[config.mk]
export PLATFORM = sky130hd
export DESIGN_NAME = lcd_reader
export DESIGN_NICKNAME = d
export VERILOG_FILES = /design/src/rtl/lcd_pkg.sv /design/src/rtl/lcd_phase_timer.sv /design/src/rtl/lcd_reader.sv
export SDC_FILE = /design/constraint.sdc
export NUM_CORES = 1
export LEC_CHECK = 0
export CAP_MARGIN = 15
export CORE_AREA = 2 2 59 61
export CTS_BUF_LIST = sky130_fd_sc_hd__clkbuf_8
export CTS_CLUSTER_DIAMETER = 100
export DETAILED_ROUTE_END_ITERATION = 10
export DIE_AREA = 0 0 61 63
export PLACE_DENSITY_LB_ADDON = 0.1
export RECOVER_POWER = 25
export SETUP_SLACK_MARGIN = 0.4
export SYNTH_ARGS = -nofsm -noshare
export SYNTH_HDL_FRONTEND = slang
export SYNTH_HIERARCHICAL = 1
export SYNTH_SLANG_ARGS = --single-unit
[constraint.sdc]
create_clock -name iCLK -period 2.4 [get_ports iCLK]
set_input_delay 0.48 -clock iCLK [delete_from_list [all_inputs] [get_ports iCLK]]
set_output_delay 0.48 -clock iCLK [all_outputs]
set_load 0.01 [all_outputs]
[src/rtl/lcd_pkg.sv]
// rtl/lcd_pkg.sv - shared types and constants for the LCD read-side controller
package lcd_pkg;

   typedef enum logic [2:0] {
      ST_IDLE,
      ST_SETUP,
      ST_EN_HI,
      ST_EN_LO,
      ST_CHECK,
      ST_DONE
   } lcd_state_t;

   localparam logic LCD_RS_CMD   = 1'b0;
   localparam logic LCD_RS_DATA  = 1'b1;
   localparam logic LCD_RW_WRITE = 1'b0;
   localparam logic LCD_RW_READ  = 1'b1;
   localparam int   LCD_BF_BIT   = 7;

   function automatic int maxOf3(input int a, input int b, input int c);
      int m;
      m = (a > b) ? a : b;
      return (m > c) ? m : c;
   endfunction

endpackage

[src/rtl/lcd_phase_timer.sv]
// rtl/lcd_phase_timer.sv - loadable down-counter timing the SETUP/EN_HI/EN_LO phases
module lcd_phase_timer #(
   parameter int WIDTH = 5
) (
   input  logic             iCLK,
   input  logic             iRST_N,
   input  logic             iLoad,
   input  logic [WIDTH-1:0] iLoadVal,
   output logic             oTc
);

   logic [WIDTH-1:0] count;

   // Loading N-1 makes a phase last exactly N cycles, ending on the tc cycle.
   always_ff @(posedge iCLK or negedge iRST_N) begin
      if (!iRST_N)
         count <= '0;
      else if (iLoad)
         count <= iLoadVal;
      else if (count != '0)
         count <= count - WIDTH'(1);
   end

   assign oTc = (count == '0);

endmodule

[src/rtl/lcd_reader.sv]
// rtl/lcd_reader.sv - HD44780 read controller: single reads and busy-flag polling
module lcd_reader
   import lcd_pkg::*;
#(
   parameter int SETUP_CYCLES   = 2,
   parameter int EN_HIGH_CYCLES = 16,
   parameter int EN_LOW_CYCLES  = 16,
   parameter int POLL_LIMIT     = 1000
) (
   input  logic       iCLK,
   input  logic       iRST_N,
   input  logic       iStart,
   input  logic       iRS,
   input  logic       iPoll,
   output logic [7:0] oDATA,
   output logic       oDone,
   output logic       oTimeout,
   output logic       oBusOwn,
   input  logic [7:0] LCD_DATA,
   output logic       LCD_RS,
   output logic       LCD_RW,
   output logic       LCD_EN
);

   localparam int PW = $clog2(maxOf3(SETUP_CYCLES, EN_HIGH_CYCLES, EN_LOW_CYCLES) + 1);
   localparam int CW = $clog2(POLL_LIMIT + 1);
   localparam logic [PW-1:0] SETUP_LOAD = PW'(SETUP_CYCLES - 1);
   localparam logic [PW-1:0] HIGH_LOAD  = PW'(EN_HIGH_CYCLES - 1);
   localparam logic [PW-1:0] LOW_LOAD   = PW'(EN_LOW_CYCLES - 1);
   localparam logic [CW-1:0] POLL_MAX   = CW'(POLL_LIMIT);

   lcd_state_t      state, nextState;
   logic            startQ, accept, rsQ, pollQ, rsNext, ownNext;
   logic [CW-1:0]   pollCnt;
   logic            timerLoad, phaseDone, pollInc, setTimeout, sample;
   logic [PW-1:0]   timerVal;

   lcd_phase_timer #(.WIDTH(PW)) uTimer (
      .iCLK     (iCLK),
      .iRST_N   (iRST_N),
      .iLoad    (timerLoad),
      .iLoadVal (timerVal),
      .oTc      (phaseDone)
   );

   always_comb begin
      nextState  = state;
      timerLoad  = 1'b0;
      timerVal   = '0;
      pollInc    = 1'b0;
      setTimeout = 1'b0;
      accept     = ((state == ST_IDLE) || (state == ST_DONE)) && iStart && !startQ;
      sample     = (state == ST_EN_HI) && phaseDone;
      rsNext     = rsQ;
      if (accept)
         rsNext = iPoll ? LCD_RS_CMD : (iRS ? LCD_RS_DATA : LCD_RS_CMD);
      case (state)
         ST_IDLE, ST_DONE: begin
            if (accept) begin
               nextState = ST_SETUP;
               timerLoad = 1'b1;
               timerVal  = SETUP_LOAD;
            end
         end
         ST_SETUP: begin
            if (phaseDone) begin
               nextState = ST_EN_HI;
               timerLoad = 1'b1;
               timerVal  = HIGH_LOAD;
            end
         end
         ST_EN_HI: begin
            if (phaseDone) begin
               nextState = ST_EN_LO;
               timerLoad = 1'b1;
               timerVal  = LOW_LOAD;
            end
         end
         ST_EN_LO: begin
            if (phaseDone)
               nextState = ST_CHECK;
         end
         ST_CHECK: begin
            nextState = ST_DONE;
            if (pollQ && oDATA[LCD_BF_BIT]) begin
               if (pollCnt < POLL_MAX) begin
                  pollInc   = 1'b1;
                  nextState = ST_SETUP;
                  timerLoad = 1'b1;
                  timerVal  = SETUP_LOAD;
               end else begin
                  setTimeout = 1'b1;
               end
            end
         end
         default: nextState = ST_IDLE;
      endcase
      ownNext = (nextState == ST_SETUP) || (nextState == ST_EN_HI) ||
                (nextState == ST_EN_LO) || (nextState == ST_CHECK);
   end

   // Bus pins are registered from nextState so EN only rises after RS/RW have settled.
   always_ff @(posedge iCLK or negedge iRST_N) begin
      if (!iRST_N) begin
         state    <= ST_IDLE;
         startQ   <= 1'b0;
         rsQ      <= LCD_RS_CMD;
         pollQ    <= 1'b0;
         pollCnt  <= '0;
         oDATA    <= '0;
         oDone    <= 1'b0;
         oTimeout <= 1'b0;
         oBusOwn  <= 1'b0;
         LCD_RS   <= LCD_RS_CMD;
         LCD_RW   <= LCD_RW_WRITE;
         LCD_EN   <= 1'b0;
      end else begin
         state  <= nextState;
         startQ <= iStart;
         rsQ    <= rsNext;
         if (accept) begin
            pollQ    <= iPoll;
            pollCnt  <= CW'(1);
            oTimeout <= 1'b0;
         end
         if (pollInc)
            pollCnt <= pollCnt + CW'(1);
         if (setTimeout)
            oTimeout <= 1'b1;
         if (sample)
            oDATA <= LCD_DATA;
         oDone   <= (nextState == ST_DONE);
         oBusOwn <= ownNext;
         LCD_RW  <= ownNext ? LCD_RW_READ : LCD_RW_WRITE;
         LCD_RS  <= ownNext ? rsNext : LCD_RS_CMD;
         LCD_EN  <= (nextState == ST_EN_HI);
      end
   end

endmodule
==> results of run 1 <==
[critical path, delay by kind of cell (launching register included)]
family / cells / cell delay, ns
buffers and inverters: 1 / 0.09
flip-flops: 1 / 0.38
adder cells (fa/ha/maj): 1 / 0.21
AND/OR/NAND/NOR: 3 / 0.73
multiplexers: 1 / 0.37
[flip-flops by register name, indices dropped and copies added, names as in the netlist]
register and count:
rsQ 1, LCD_EN 1, LCD_RW 1, oTimeout 1
pollCnt 10, oDATA 8, uTimer/count 5, state 3
pollQ 1, LCD_RS 1, startQ 1, oDone 1
[report_power, final]
group | internal [mW] | switching, mW | total [mW]
sequential | 0.797 | 0.254 | 1.05
clock | 0.191 | 0.192 | 0.382
combinational | 0.529 | 0.386 | 0.916
[cell type report]
cell class | count | area [sq um]
clock buffers | 5 | 68.8
well taps | 46 | 57.6
clock inverters | 2 | 7.51
multi-input cells | 103 | 786
flip-flops and latches | 34 | 851
fillers | 284 | 1170
inverters | 4 | 15.0
repair buffers | 29 | 280
[worst min path at each step]
stage                           startpoint  depth (start not counted)                     end
finish              pollCnt[8]$_DFFE_PN0P_                          1  pollCnt[8]$_DFFE_PN0P_
global route        pollCnt[8]$_DFFE_PN0P_                          1  pollCnt[8]$_DFFE_PN0P_
CTS                 pollCnt[8]$_DFFE_PN0P_                          1  pollCnt[8]$_DFFE_PN0P_
detailed placement  pollCnt[8]$_DFFE_PN0P_                          1  pollCnt[8]$_DFFE_PN0P_
global placement    pollCnt[9]$_DFFE_PN0P_                          2  pollCnt[9]$_DFFE_PN0P_
floorplan                           iRST_N                          0        LCD_EN$_DFF_PN0_
[cells by family after synthesis]
family,after synthesis,share of synthesized area
AO/OA/AOI/OAI,26,0.108
XOR/XNOR,6,0.0314
adder cells (fa/ha/maj),2,0.0149
buffers and inverters,11,0.0418
flip-flops,34,0.508
multiplexers,16,0.104
other,1,0.00224
AND/OR/NAND/NOR,52,0.190
[cells in the mapped netlist, types with 3 or more instances]
cell	n	area (sq um)
dfrtp_1	34	851
a21oi_1	3	15.0
nor3_1	4	20.0
and3_1	3	18.8
nor2_1	3	11.3
nand3_1	5	25.0
nand2b_1	3	18.8
buf_6	3	33.8
mux2i_1	5	50.1
nand2_1	18	67.6
nand3b_1	3	22.5
xnor2_1	4	35.0
mux2_2	11	124
o31ai_1	4	30.0
o21ai_0	6	30.0
inv_1	4	15.0
nand4_1	3	18.8
[per-layer routing]
| layer | share of wire | GRT usage | vias up |
|---|---|---|---|
| met5 | 0 | 0 | - |
| met4 | 0.026 | 0.103 | 0 |
| met3 | 0.056 | 0.0828 | 5 |
| met2 | 0.49 | 0.280 | 29 |
| met1 | 0.43 | 0.233 | 586 |
| li1 | - | - | 581 |
[repair_timing]
| action | in CTS | in global routing |
|---|---|---|
| buffers inserted | 0 | 1 |
| pin swaps | 0 | 1 |
| hold endpoints to repair | 0 | 0 |
| setup endpoints to repair | 13 | 13 |
| gates resized for setup | 2 | 4 |
| hold buffers | 0 | 0 |
==> impl_results.md, run 1 <==
- Die area: 3840 sq um
- TritonCTS clock tree: built
- Fin nets: 192
- Final period util: 0.791
- Port bufs: 26
- Clk sinks: 34
- R2R Setup Slk: 0.50 ns
- Design Area, Final: 2070 sq um
- Final setup fails: 0
- Cell Chain, Critical Path: inv_1, ha_2, nor4b_4, nand3b_1, nor2_4, mux2_2
- Die height: 63 microns
- Slowest cell on crit path: dfrtp_1
- First-pass GRT wire length: 5260 microns
- Status: complete, no violations
- CTS Buffer Depth: 2
- Worst R2R Path Depth: 6
- PnR worst setup slack: 0.503 ns
- Slew @ Worst Pin: 0.831 ns
- Fin Setup TNS: 0 ns
- Overall Power: 2.35 mW
- Clk slew on worst S/H paths: 0.06 ns
- Tmin final: 1.90 ns
- P&R area growth vs syn: 23.4%
- TritonRoute pass-1 iters: 4
- DP Area: 1960 sq um
- Post-layout util: 0.639
- Reg-to-Reg Start: uTimer/count[0]$_DFFE_PN0P_
- Max-cap violations: 0
- GPL Wtd Cong: 0.834
- Layout cell share with drive strength beyond 1: 0.169
- Worst setup SP type: register
- Root Driver: clkbuf_8
- Largest net degree at the start of global routing: 35
- CTS buffer count: 5
- Hold crit path type: reg2reg
- H-Tree Depth: 2
- Gr ovfl total: 0
- CP Class: reg2reg
- CP required: 2.57 ns
- DR vias/cell: 5.39
- Worst vdd ir: 0.000649 V
- RSZ-0062 raised after global routing: false
- Non-filler cells in the finished layout: 223
- Initial antenna violation count: 0
- EDFF count, synth: 0
- Worst setup EP type: register
- Clk_lat worst skew: 0.29 ns
- Synthesized instance count: 148
- Synth Net Count: 163
- Post-Place Cells: 215
- Initial core utilization: 0.518
- Post-synthesis sequential area ratio: 0.508
- Synth warn: 6
- Clock skew: 0.00427 ns
- Vias: 1,201
- Worst Setup SP: uTimer/count[0]$_DFFE_PN0P_
- Post-place setup slack: 0.175 ns
- Most common cell after layout, fill and taps aside: dfrtp_1
- DR WL/cell: 13.8 microns
- Die W: 61 microns
- Flops & latches, synth: 34
- Post-synth top flop: dfrtp_1
- Initial drt markers: 46
- Asr flop ratio synth: 1.00
- Critical path peak fanout: 8
- Peak Freq: 527 MHz
- Hpwl dp: 2170 microns
- Slew headroom: 0.446
- Cell area after synthesis: 1670 sq um
- Diodes inserted: 0
- Arr. time, crit path: 2.07 ns
- Row Count: 21
- Core Box Area: 3230 sq um
- Hold_ws: 0.499 ns
- Gr usage total: 0.191
- Critical path destination: oDATA[0]$_DFFE_PN0P_
- Final WL: 3080 microns
- Fin. Hold Viols: 0
- R2R Path End: oDATA[0]$_DFFE_PN0P_
- Final Slew Violations: 0
- Drt drc: 0
- Mean Syn Cell Area: 11.3 sq um
- Boundary Pins: 27
- Crit-path max cell delay: 0.38 ns
- Final ANT Viol Nets: 0
- Number of distinct library cells after synthesis: 43
- Most frequent cells in the layout: 34 x dfrtp_1, 24 x clkdlybuf4s50_1, 18 x nand2_1
- Number of global-route vias before repair: 1,174
- Pwr Density: 1140 nW/um^2
- Static leakage: 0.893 nW
Note: power is estimated with default switching activity, not from simulation.
==> run 2, diff against run 1 <==
==> constraint.sdc (replaced) <==
create_clock -name iCLK -period 1.8 [get_ports iCLK]
set_input_delay 0.36 -clock iCLK [delete_from_list [all_inputs] [get_ports iCLK]]
set_output_delay 0.36 -clock iCLK [all_outputs]
set_load 0.01 [all_outputs]
==> run 2 against run 1 <==
Routed wire length grew 51%. First-iteration DRC count grew to 2.7 times the previous value. Total power up 79%. Setup slack worse by 0.47 ns. Die area stayed put. Sequential cell count did not move. Clock power up 83%. Sequential power rose by 30%. Register-to-register slack got worse by 0.47 ns. Sequential share of layout area fell by 9.3 points. Combinational power is 130% higher. Critical endpoint is now oDATA[4]$_DFFE_PN0P_. Largest cell class is now multi-input combinational cells. Highest routed layer unchanged.
==> impl_results.md, run 2 (same netlist as run 1, synthesis figures left out) <==
- Crit path buffers/inverters: 2 (was 1)
- Cell Chain, Critical Path: inv_2, ha_4, nor4b_4, nand3b_1, nor2_4, buf_12, mux2_4 (was inv_1, ha_2, nor4b_4, nand3b_1, nor2_4, mux2_2)
- Fin Setup TNS: 0 ns (unchanged)
- CTS buffer count: 5 (unchanged)
- TritonRoute pass-1 iters: 4 (unchanged)
- Initial drt markers: 126 (was 46)
- Initial core utilization: 0.518 (unchanged)
- # fillers: 186 (was 284)
- Critical path destination: oDATA[4]$_DFFE_PN0P_ (was oDATA[0]$_DFFE_PN0P_)
- Diodes inserted: 0 (unchanged)
- Initial antenna violation count: 0 (unchanged)
- Die area: 3840 sq um (unchanged)
- Hold buffers post-CTS: 0 (unchanged)
- Slowest cell on crit path: dfrtp_1 (unchanged)
- Status: complete, no violations (unchanged)
- First-pass GRT wire length: 6780 microns (was 5260 microns)
- Number of flip-flops under the largest register name: 10 (unchanged)
- DR WL/cell: 17.6 microns (was 13.8 microns)
- Final WL: 4640 microns (was 3080 microns)
- Boundary Pins: 27 (unchanged)
- Stages on worst setup path: 7 (was 6)
- Hold crit path type: in2reg (was reg2reg)
- Slew headroom: 0.435 (was 0.446)
- Drt drc: 0 (unchanged)
- Final Slew Violations: 0 (unchanged)
- Met2 wire length: 2470 microns (was 1500 microns)
- Port bufs: 26 (unchanged)
- CTS Buffer Depth: 2 (unchanged)
- Root Driver: clkbuf_8 (unchanged)
- H-Tree Depth: 2 (unchanged)
- Tmin final: 1.76 ns (was 1.90 ns)
- Pwr Density: 1560 nW/um^2 (was 1140 nW/um^2)
- Worst setup EP type: register (unchanged)
- Worst setup SP type: register (unchanged)
- Worst Setup SP: uTimer/count[0]$_DFFE_PN0P_ (unchanged)
- Die height: 63 microns (unchanged)
- Met1 wire length: 1980 microns (was 1320 microns)
- Top reg by flops: pollCnt (unchanged)
- Worst R2R Path Depth: 7 (was 6)
- Arr. time, crit path: 1.93 ns (was 2.07 ns)
- Final setup fails: 0 (unchanged)
- Non-filler cells in the finished layout: 263 (was 223)
- Die W: 61 microns (unchanged)
- Top Metal Used: met4 (unchanged)
- Static leakage: 1.30 nW (was 0.893 nW)
- PnR worst setup slack: 0.0375 ns (was 0.503 ns)
- TritonCTS clock tree: built (unchanged)
- Most frequent cells in the layout: 30 x dfrtp_1, 26 x buf_4, 14 x dlygate4sd2_1 (was 34 x dfrtp_1, 24 x clkdlybuf4s50_1, 18 x nand2_1)
- Hold_ws: 0.404 ns (was 0.499 ns)
- Reg-to-Reg Start: uTimer/count[0]$_DFFE_PN0P_ (unchanged)
- Final period util: 0.979 (was 0.791)
- Post-place setup slack: -0.163 ns (was 0.175 ns)
- Row Count: 21 (unchanged)
- WL met3: 142 microns (was 171 microns)
- Clk sinks: 34 (unchanged)
- Hpwl dp: 2310 microns (was 2170 microns)
- Gr usage total: 0.234 (was 0.191)
- P&R area growth vs syn: 60.5% (was 23.4%)
- Final ANT Viol Nets: 0 (unchanged)
- Layout cell share with drive strength beyond 1: 0.493 (was 0.169)
- Peak Freq: 567 MHz (was 527 MHz)
- Core Box Area: 3230 sq um (unchanged)
- Number of global-route vias before repair: 1,474 (was 1,174)
- Post-layout util: 0.831 (was 0.639)
- Worst vdd ir: 0.00114 V (was 0.000649 V)
- Vias: 1,446 (was 1,201)
- Largest net degree at the start of global routing: 35 (unchanged)
- R2R Path End: oDATA[4]$_DFFE_PN0P_ (was oDATA[0]$_DFFE_PN0P_)
- Clk_lat worst skew: 0.28 ns (was 0.29 ns)
- R2R Setup Slk: 0.04 ns (was 0.50 ns)
- Fin. Hold Viols: 0 (unchanged)
- Critical path peak fanout: 8 (unchanged)
- Crit-path max cell delay: 0.40 ns (was 0.38 ns)
- GPL Wtd Cong: 0.824 (was 0.834)
- Fin nets: 231 (was 192)
- Top Registers: pollCnt (10), oDATA (8), uTimer/count (5) (unchanged)
- RSZ-0062 raised after global routing: true (was false)
- CP required: 1.97 ns (was 2.57 ns)
- CP delay by family, top: simple AND/OR/NAND/NOR gates (unchanged)
- Gr ovfl total: 0 (unchanged)
- Slew @ Worst Pin: 0.847 ns (was 0.831 ns)
- Post-Place Cells: 227 (was 215)
- Most common cell after layout, fill and taps aside: dfrtp_1 (unchanged)
- Clk slew on worst S/H paths: 0.07 ns (was 0.06 ns)
- Max-cap violations: 0 (unchanged)
- CP Class: reg2reg (unchanged)
- DR vias/cell: 5.50 (was 5.39)
- Clock skew: 0.00802 ns (was 0.00427 ns)
-- run 2: changes by cell type in the layout (fill, tap and decap cells not counted), sizes merged --
cell           change
bufinv             +1
buf               +37
dlygate4sd3        -1
clkdlybuf4s50     -14
clkbuf             +1
clkdlybuf4s25      +1
dlygate4sd2       +14
inv                -2
clkinv             +2
o2111a             +1
-- run 2: area by class of cell --
cell class	instances	area, sq um	area share
Clock buffer	5	68.8	0.0256
Timing Repair Buffer	67	636	0.237
Tap cell	46	57.6	0.0214
Sequential cell	34	856	0.319
Multi-Input combinational cell	104	1010	0.377
Clock inverter	3	40.0	0.0149
Inverter	4	15.0	0.00559
-- run 2: power breakdown --
| part | switching (mW) | internal, mW |
|---|---|---|
| clock | 0.291 | 0.408 |
| sequential | 0.297 | 1.07 |
| combinational | 0.971 | 1.17 |
-- run 2: repair_timing --
item	CTS	global route
cloned	2	1
buffers inserted	17	8
setup endpoints to repair	47	33
pin swaps	17	21
resized for setup	44	36
-- run 2: metal layers --
layer  GRT usage  vias up
met4      0.0571        0
met1       0.306      735
met5           0        -
li1            -      664
met2       0.388       43
met3      0.0497        4
-- run 2: through the flow --
stage | total power [mW] | cell area [sq um]
6_report | 4.20 | 2690
5_1_grt | 4.43 | 2690
3_5_place_dp | 2.85 | 2120
3_3_place_gp | 2.79 | 2120
2_1_floorplan | 2.29 | 1740
4_1_cts | 3.74 | 2450
-- run 2: how the worst min path moves through the flow --
| stage | end | cells past startpoint | startpoint | slack [ns] |
|---|---|---|---|---|
| after floorplan | LCD_EN$_DFF_PN0_ | 0 | iRST_N | 0.06 |
| after global placement | pollCnt[9]$_DFFE_PN0P_ | 2 | pollCnt[9]$_DFFE_PN0P_ | 0.46 |
| after detailed placement | pollCnt[8]$_DFFE_PN0P_ | 1 | pollCnt[8]$_DFFE_PN0P_ | 0.48 |
| after CTS | pollCnt[2]$_DFFE_PN0P_ | 2 | iRST_N | 0.49 |
| after global routing | startQ$_DFF_PN0_ | 1 | iStart | 0.41 |
| final | startQ$_DFF_PN0_ | 1 | iStart | 0.40 |
-- run 2: worst reg2reg max path: cells and delay by family, from the launching register on --
kind	cells	cell delay, ns
adders and majority gates	1	0.14
muxes	1	0.31
buffers and inverters	2	0.25
DFF	1	0.40
and+or+nand+nor	3	0.55
